`src/rtl/instr_load_mem_pkg.sv`:
```
// Shared constants for the instruction-load memory: default sizes, NOP encoding, FSM states.
// Latency: n/a (package only).
// Backpressure: n/a (package only).
package instr_load_mem_pkg;

    localparam int DEPTH_DEF  = 64;
    localparam int ADDR_W_DEF = 6;
    localparam int DATA_W_DEF = 32;

    // Instruction returned for any fetch that does not hit a loaded program word.
    localparam logic [31:0] NOP = 32'h0000_0000;

    // Controller states. IDLE means no program is held, READY means one is.
    localparam logic [1:0] ST_IDLE    = 2'b00;
    localparam logic [1:0] ST_LOADING = 2'b01;
    localparam logic [1:0] ST_READY   = 2'b10;

endpackage

```
`src/rtl/instr_load_mem_if.sv`:
```
// Load/fetch bus between the CPU front end (master) and the instruction memory (slave).
// Latency: n/a (wiring only).
// Backpressure: none; loads are accepted every cycle, fetch_en=0 stalls the fetch outputs.
//
// Signals:
//   LoadInstructions  master->slave  1 = capture Instruction this cycle
//   Instruction       master->slave  word to store
//   fetch_en          master->slave  fetch request, 0 holds the fetch outputs
//   PC                master->slave  byte address of the fetch
//   instr_out         slave->master  fetched word (NOP when invalid)
//   instr_valid       slave->master  instr_out is a real program word
//   prog_len          slave->master  words in the loaded program
//   load_done         slave->master  one-cycle pulse when a load window closes
//   overflow          slave->master  sticky, a word was offered to a full memory
interface instr_load_mem_if #(
    parameter int ADDR_W = 6,
    parameter int DATA_W = 32
);
    logic              LoadInstructions;
    logic [DATA_W-1:0] Instruction;
    logic              fetch_en;
    logic [31:0]       PC;
    logic [DATA_W-1:0] instr_out;
    logic              instr_valid;
    logic [ADDR_W:0]   prog_len;
    logic              load_done;
    logic              overflow;

    modport master (
        output LoadInstructions, Instruction, fetch_en, PC,
        input  instr_out, instr_valid, prog_len, load_done, overflow
    );

    modport slave (
        input  LoadInstructions, Instruction, fetch_en, PC,
        output instr_out, instr_valid, prog_len, load_done, overflow
    );
endinterface

```
`src/rtl/instr_ram.sv`:
```
// Instruction storage: one write port, one synchronous read port, no reset (block-RAM friendly).
// Latency: read data appears one clk after i_rd_en; write lands on the same edge.
// Backpressure: none; o_rd_dat holds its value while i_rd_en is low.
//
// Ports: clk; i_wr_en/i_wr_addr/i_wr_dat write port; i_rd_en/i_rd_addr read request;
//        o_rd_dat registered read data (old contents on a same-address read/write).
module instr_ram #(
    parameter int DEPTH  = 64,
    parameter int ADDR_W = 6,
    parameter int DATA_W = 32
) (
    input  logic              clk,
    input  logic              i_wr_en,
    input  logic [ADDR_W-1:0] i_wr_addr,
    input  logic [DATA_W-1:0] i_wr_dat,
    input  logic              i_rd_en,
    input  logic [ADDR_W-1:0] i_rd_addr,
    output logic [DATA_W-1:0] o_rd_dat
);

    logic [DATA_W-1:0] r_mem [DEPTH];
    logic [DATA_W-1:0] r_rd_dat;

    always_ff @(posedge clk) begin
        if (i_wr_en) begin
            r_mem[i_wr_addr] <= i_wr_dat;
        end
        if (i_rd_en) begin
            r_rd_dat <= r_mem[i_rd_addr];
        end
    end

    assign o_rd_dat = r_rd_dat;

endmodule

```
`src/rtl/instr_load_mem.sv`:
```
// Instruction memory: captures a program word per cycle during a load window, then serves PC fetches.
// Latency: fetch result one clk after the request edge; load_done one clk after the window closes.
// Backpressure: none on loads (words beyond DEPTH are dropped and flagged); fetch_en=0 holds outputs.
//
// Ports: clk; Reset (async, active low); bus = instr_load_mem_if.slave (load, fetch and status).
module instr_load_mem
    import instr_load_mem_pkg::*;
#(
    parameter int DEPTH  = DEPTH_DEF,
    parameter int ADDR_W = ADDR_W_DEF,
    parameter int DATA_W = DATA_W_DEF
) (
    input  logic              clk,
    input  logic              Reset,
    instr_load_mem_if.slave   bus
);

    logic              r_loading;
    logic [ADDR_W:0]   r_wr_ptr;
    logic              r_instr_valid;
    logic              r_load_done;
    logic              r_overflow;
    // Survives Reset so the CPU restarts on the same program; zero only at power-up.
    logic [ADDR_W:0]   r_prog_len = '0;

    logic [1:0]        w_state;
    logic [ADDR_W-1:0] w_idx;
    logic              w_full;
    logic              w_wr_en;
    logic [ADDR_W-1:0] w_wr_addr;
    logic              w_rd_en;
    logic [DATA_W-1:0] w_rd_dat;
    logic              w_unused_pc;

    // IDLE and READY differ only in whether a program is held, so the state is
    // derived from the loading flag and prog_len. This also gives the right state
    // straight out of reset without a data-dependent reset value.
    always_comb begin
        w_state = ST_IDLE;
        if (r_loading) begin
            w_state = ST_LOADING;
        end else if (r_prog_len != '0) begin
            w_state = ST_READY;
        end
    end

    // Word index wraps modulo DEPTH; byte-offset and high PC bits are ignored.
    assign w_idx       = bus.PC[ADDR_W+1:2];
    assign w_unused_pc = ^{bus.PC[31:ADDR_W+2], bus.PC[1:0]};

    // Pointer reaching DEPTH sets its top bit: no wrap, further words are dropped.
    assign w_full = r_wr_ptr[ADDR_W];

    // Opening a window always writes slot 0, whatever the stale pointer holds.
    assign w_wr_en   = bus.LoadInstructions && (!r_loading || !w_full);
    assign w_wr_addr = r_loading ? r_wr_ptr[ADDR_W-1:0] : '0;

    // The RAM is read only for honoured fetches, so its output register doubles
    // as the hold register while fetch_en is low.
    assign w_rd_en = (w_state == ST_READY) && bus.fetch_en;

    instr_ram #(
        .DEPTH  (DEPTH),
        .ADDR_W (ADDR_W),
        .DATA_W (DATA_W)
    ) u_ram (
        .clk       (clk),
        .i_wr_en   (w_wr_en),
        .i_wr_addr (w_wr_addr),
        .i_wr_dat  (bus.Instruction),
        .i_rd_en   (w_rd_en),
        .i_rd_addr (w_idx),
        .o_rd_dat  (w_rd_dat)
    );

    always_ff @(posedge clk or negedge Reset) begin
        if (!Reset) begin
            r_loading     <= 1'b0;
            r_wr_ptr      <= '0;
            r_instr_valid <= 1'b0;
            r_load_done   <= 1'b0;
            r_overflow    <= 1'b0;
        end else begin
            r_load_done <= 1'b0;

            case (w_state)
                ST_LOADING: begin
                    if (bus.LoadInstructions) begin
                        if (!w_full) begin
                            r_wr_ptr <= r_wr_ptr + (ADDR_W+1)'(1);
                        end else begin
                            r_overflow <= 1'b1;
                        end
                    end else begin
                        r_loading   <= 1'b0;
                        r_load_done <= 1'b1;
                    end
                end
                default: begin
                    if (bus.LoadInstructions) begin
                        r_loading  <= 1'b1;
                        r_wr_ptr   <= (ADDR_W+1)'(1);
                        r_overflow <= 1'b0;
                    end
                end
            endcase

            // Fetch is judged on the state before this edge, so the closing edge of a
            // load window still yields NOP.
            if (w_state == ST_READY) begin
                if (bus.fetch_en) begin
                    r_instr_valid <= ({1'b0, w_idx} < r_prog_len);
                end
            end else begin
                r_instr_valid <= 1'b0;
            end
        end
    end

    // No reset here: program length must outlive Reset. Reset forces r_loading low,
    // so this cannot fire while Reset is asserted.
    always_ff @(posedge clk) begin
        if ((w_state == ST_LOADING) && !bus.LoadInstructions) begin
            r_prog_len <= r_wr_ptr;
        end
    end

    assign bus.instr_out   = r_instr_valid ? w_rd_dat : DATA_W'(NOP);
    assign bus.instr_valid = r_instr_valid;
    assign bus.prog_len    = r_prog_len;
    assign bus.load_done   = r_load_done;
    assign bus.overflow    = r_overflow;

endmodule

```
`src/flat_wrapper.sv`:
```
// flat-port wrapper written by rule: the top's interface ports become plain ports
module instr_load_mem_flat import instr_load_mem_pkg::*;
#(
    parameter int DEPTH  = DEPTH_DEF,
    parameter int ADDR_W = ADDR_W_DEF,
    parameter int DATA_W = DATA_W_DEF
)
  (clk, Reset, bus_LoadInstructions, bus_Instruction, bus_fetch_en, bus_PC, bus_instr_out, bus_instr_valid, bus_prog_len, bus_load_done, bus_overflow);
  instr_load_mem_if #(.ADDR_W(ADDR_W), .DATA_W(DATA_W)) bus_i ();
  input  logic clk;
  input  logic Reset;
  input wire logic [$bits(bus_i.LoadInstructions)-1:0] bus_LoadInstructions;
  input wire logic [$bits(bus_i.Instruction)-1:0] bus_Instruction;
  input wire logic [$bits(bus_i.fetch_en)-1:0] bus_fetch_en;
  input wire logic [$bits(bus_i.PC)-1:0] bus_PC;
  output wire logic [$bits(bus_i.instr_out)-1:0] bus_instr_out;
  output wire logic [$bits(bus_i.instr_valid)-1:0] bus_instr_valid;
  output wire logic [$bits(bus_i.prog_len)-1:0] bus_prog_len;
  output wire logic [$bits(bus_i.load_done)-1:0] bus_load_done;
  output wire logic [$bits(bus_i.overflow)-1:0] bus_overflow;
  assign bus_i.LoadInstructions = bus_LoadInstructions;
  assign bus_i.Instruction = bus_Instruction;
  assign bus_i.fetch_en = bus_fetch_en;
  assign bus_i.PC = bus_PC;
  assign bus_instr_out = bus_i.instr_out;
  assign bus_instr_valid = bus_i.instr_valid;
  assign bus_prog_len = bus_i.prog_len;
  assign bus_load_done = bus_i.load_done;
  assign bus_overflow = bus_i.overflow;
  instr_load_mem #(.DEPTH(DEPTH), .ADDR_W(ADDR_W), .DATA_W(DATA_W)) u_core (.clk(clk), .Reset(Reset), .bus(bus_i));
endmodule
```
`config.mk`:
```
export PLATFORM = sky130hd
export DESIGN_NAME = instr_load_mem_flat
export DESIGN_NICKNAME = d
export VERILOG_FILES = /design/src/rtl/instr_load_mem_pkg.sv /design/src/rtl/instr_load_mem_if.sv /design/src/rtl/instr_ram.sv /design/src/rtl/instr_load_mem.sv /design/src/flat_wrapper.sv
export SDC_FILE = /design/constraint.sdc
export NUM_CORES = 2
export LEC_CHECK = 0
export CAP_MARGIN = 20
export CORE_MARGIN = 2
export CORE_UTILIZATION = 30
export CTS_CLUSTER_SIZE = 20
export DETAILED_ROUTE_END_ITERATION = 10
export PLACE_DENSITY_LB_ADDON = 0.08
export SYNTH_ARGS = -nofsm -noshare
export SYNTH_HDL_FRONTEND = slang
export SYNTH_HIERARCHICAL = 1
export SYNTH_SLANG_ARGS = --single-unit
```
`constraint.sdc`:
```
create_clock -name clk -period 4.9 [get_ports clk]
set_input_delay 0.98 -clock clk [delete_from_list [all_inputs] [get_ports clk]]
set_output_delay 0.98 -clock clk [all_outputs]
set_load 0.02 [all_outputs]
```
==> metrics.cfg <==
[yosys]
yosys_warnings = 6
netlist_area_um2 = 80000
yosysMostFrequentCell = edfxtp_1
synth_edf_count = 2087
netlist_instances = 3444
synthTopCellsByArea = edfxtp_1 (78%), mux4_2 (15%), mux2i_1 (1.2%), nor2_1 (0.67%), o22ai_1 (0.66%)
yosysUniqueCellTypes = 45
async_reset_ff_share_pct = 0.524
synth-seq-area-share_pct = 78.7
synth_top_area_share_pct = 78.4
yosysTopAreaCell = edfxtp_1
synth_seq_cells = 2098
syn_avg_cell_area_um2 = 23.2
syn_nets = 3519
synth_flop_cell = edfxtp_1
synth_common_cells = edfxtp_1 (2,087), mux4_2 (544), nor2_1 (142)

[detailed_routing]
vias_per_cell = 4.98
postRouteWirelength_um = 237000
firstDrtPassIters = 6
detail_route.wl_per_cell_um = 31.4
vias = 37600
drt-initial-drc-count = 3423
ant_nets = 0
drc = 0

[cts]
tritoncts = yes
post_cts_buffers = 0
h-tree-depth = 4
cts_made_buffers = 225
cts_root_buf = clkbuf_16
hold_buffers = 0
clock_path_buffers = 3
clkSinkCount = 2098
cts_resized = 0
clk_pin_slew_ns = 0.06
clk_latency_ns = 0.85

[pwr]
leakagePower_nw = 29.1
peakVddDrop_uv = 364
internal_power_mw = 30.6
swShare_pct = 23.0
power.density_nw_per_um2 = 421
switchingPower_mw = 9.11
power_frac_seq_pct = 51.5
p_clk_share_pct = 41.0
p_comb_share_pct = 7.5

[global_routing]
grt_pass1_wl_um = 327000
grt.busiest_layer = met2
grt_overflow = 0
use_met2_pct = 28.1
grt_max_degree = 65
grt_pass1_vias = 39200
use_met1_pct = 25.0
antenna_found_initial = 24
use_met3_pct = 2.41
grt_usage_pct = 17.3

[floorplanning]
dieArea_um2 = 271000
die_y_um = 520
chipWidth_um = 520
start_util_pct = 30.2
rows = 189
coreArea_um2 = 265000
ioPinCount = 110

[final_layout]
layout-drive-gt1-share_pct = 29.9
final_net_count = 3890
multi_input_area_um2 = 16600
stdcell_count = 7542
register_area_um2 = 62900
fillCellCount = 24400
area_delta_synth_final_pct = 17.8

[run]
max_cap_violations = 0

[sta]
maxSlewHeadroom_pct = 32.9
period_share_pct = 76.1
worst_pin_slew_ns = 1.01
hold_violations = 0
period_needed_ns = 3.73
rsz0062_at_grt = false
tns_ns = 0
setup_violations = 0
skew_ns = 0.0428
max_freq_ghz = 0.268
drv_slew = 0

[placement]
dpl.hpwl_um = 135000
place_inst = 7119
port-buffer-count = 83
place.gp.congestion = 0.721

[worst_setup_path]
cp-end-kind = output pin
critPathSlowestCell = dfrtp_2
crit_arrival_ns = 2.75
critPathKind = reg2out
crit_chain = and2_1 -> clkdlybuf4s50_1
cp-start-kind = flop
cp_slowest_stage_delay_ns = 0.99
worstPathRequired_ns = 3.92
cp_max_fo = 34

[outcome]
outcome = complete, no violations

[hold_path]
hold_path.class = in2reg

-- critical path, delay by kind of cell (launching register included) --
| kind | cells | cell delay (ns) |
|---|---|---|
| simple gates | 1 | 0.28 |
| buf+inv | 1 | 0.62 |
| flops | 1 | 0.99 |
-- cells by family after synthesis --
| logic type | after synthesis | share of synthesized area, % |
|---|---|---|
| flip-flops | 2098 | 78.7 |
| multiplexers | 637 | 16.5 |
| AND/OR/NAND/NOR | 281 | 1.68 |
| AO/OA/AOI/OAI | 222 | 1.81 |
| buffers and inverters | 196 | 1.17 |
| adder cells (fa/ha/maj) | 7 | 0.110 |
| XOR/XNOR | 3 | 0.0329 |
-- layout make-up --
cell class                 instances  area share, %
sequential                      2098           66.8
multi-input combinational       1150           17.6
clock buffer                     279           6.24
tap                             3533           4.69
timing repair buffer             330           3.48
clock inverter                   130           1.12
inverter                          10         0.0398
antenna                           12         0.0319
-- registers in the layout (all words and copies together) (netlist names) --
name and flops:
u_core/bus.prog_len 7, u_core/u_ram/r_mem 2048, u_core/bus.load_done 1, u_core/bus.instr_valid 1, u_core/bus.overflow 1, u_core/r_loading 1, u_core/r_wr_ptr 7, u_core/u_ram/o_rd_dat 32
-- metrics by stage --
| step | worst slack [ns] | power [mW] | hold WS [ns] | util (%) | cell area, µm² |
|---|---|---|---|---|---|
| after CTS | 0.965 | 40.2 | 0.474 | 35.5 | 94100 |
| after floorplan | 0.645 | 22.1 | 0.467 | - | 80000 |
| final | 1.17 | 39.7 | 0.510 | 35.5 | 94200 |
| after global placement | 0.433 | 23.8 | 0.514 | 32.9 | 87200 |
| after detailed placement | 0.485 | 23.9 | 0.519 | 32.9 | 87200 |
| after global routing | 0.959 | 41.0 | 0.462 | 35.5 | 94200 |
-- cells in the final DEF (no fill, tap or decap), drive strengths merged, types with 6 or more instances in the layout --
cell / Yosys / final
nor2: 142 / 142
inv: 10 / 11
mux4: 544 / 544
clkbuf: 78 / 279
nor2b: 17 / 17
nand2: 30 / 30
nor3: 7 / 7
nand3: 6 / 6
clkinv: 0 / 108
and3: 8 / 8
o221ai: 27 / 27
buf: 108 / 284
a22oi: 12 / 12
diode: 0 / 12
a21oi: 69 / 69
and2: 41 / 41
clkdlybuf4s50: 0 / 46
nand2b: 8 / 8
bufinv: 0 / 17
mux2i: 93 / 93
o22ai: 84 / 84
edfxtp: 2087 / 2087
a311oi: 8 / 8
dfrtp: 11 / 11
o21ai: 7 / 7
ha: 7 / 7
-- metal layers --
| layer | up-vias | share of wire [%] | wire length [µm] |
|---|---|---|---|
| li1 | 15500 | - | - |
| met1 | 20900 | 46 | 109000 |
| met2 | 875 | 48 | 114000 |
| met3 | 284 | 4.3 | 10100 |
| met4 | 2 | 1.6 | 3820 |
| met5 | - | 0.0051 | 12 |
-- power groups by stage --
stage,Combinational [mW],Clock [mW],Sequential (mW)
CTS,3.05,16.8,20.4
detailed placement,3.04,0,20.8
floorplan,1.45,0,20.7
global route,3.17,17.4,20.5
finish,2.97,16.3,20.4
global placement,3.03,0,20.8
-- final timing paths --
kind | start | endpoint | slack, ns | depth (start not counted)
setup reg to reg | u_core/r_loading | u_core/u_ram/r_mem[43][1] | 1.44 | 4
hold reg to reg | u_core/bus.overflow | u_core/bus.overflow | 0.53 | 2
max in group asynchronous | Reset | u_core/bus.instr_valid | 3.97 | 1
hold / removal | bus_Instruction[4] | u_core/u_ram/r_mem[33][4] | 0.51 | 1
setup / recovery | u_core/bus.instr_valid | bus_instr_out[14] | 1.17 | 2
min in group asynchronous | Reset | u_core/bus.instr_valid | 0.52 | 1
(Power assumes the default switching activity.)
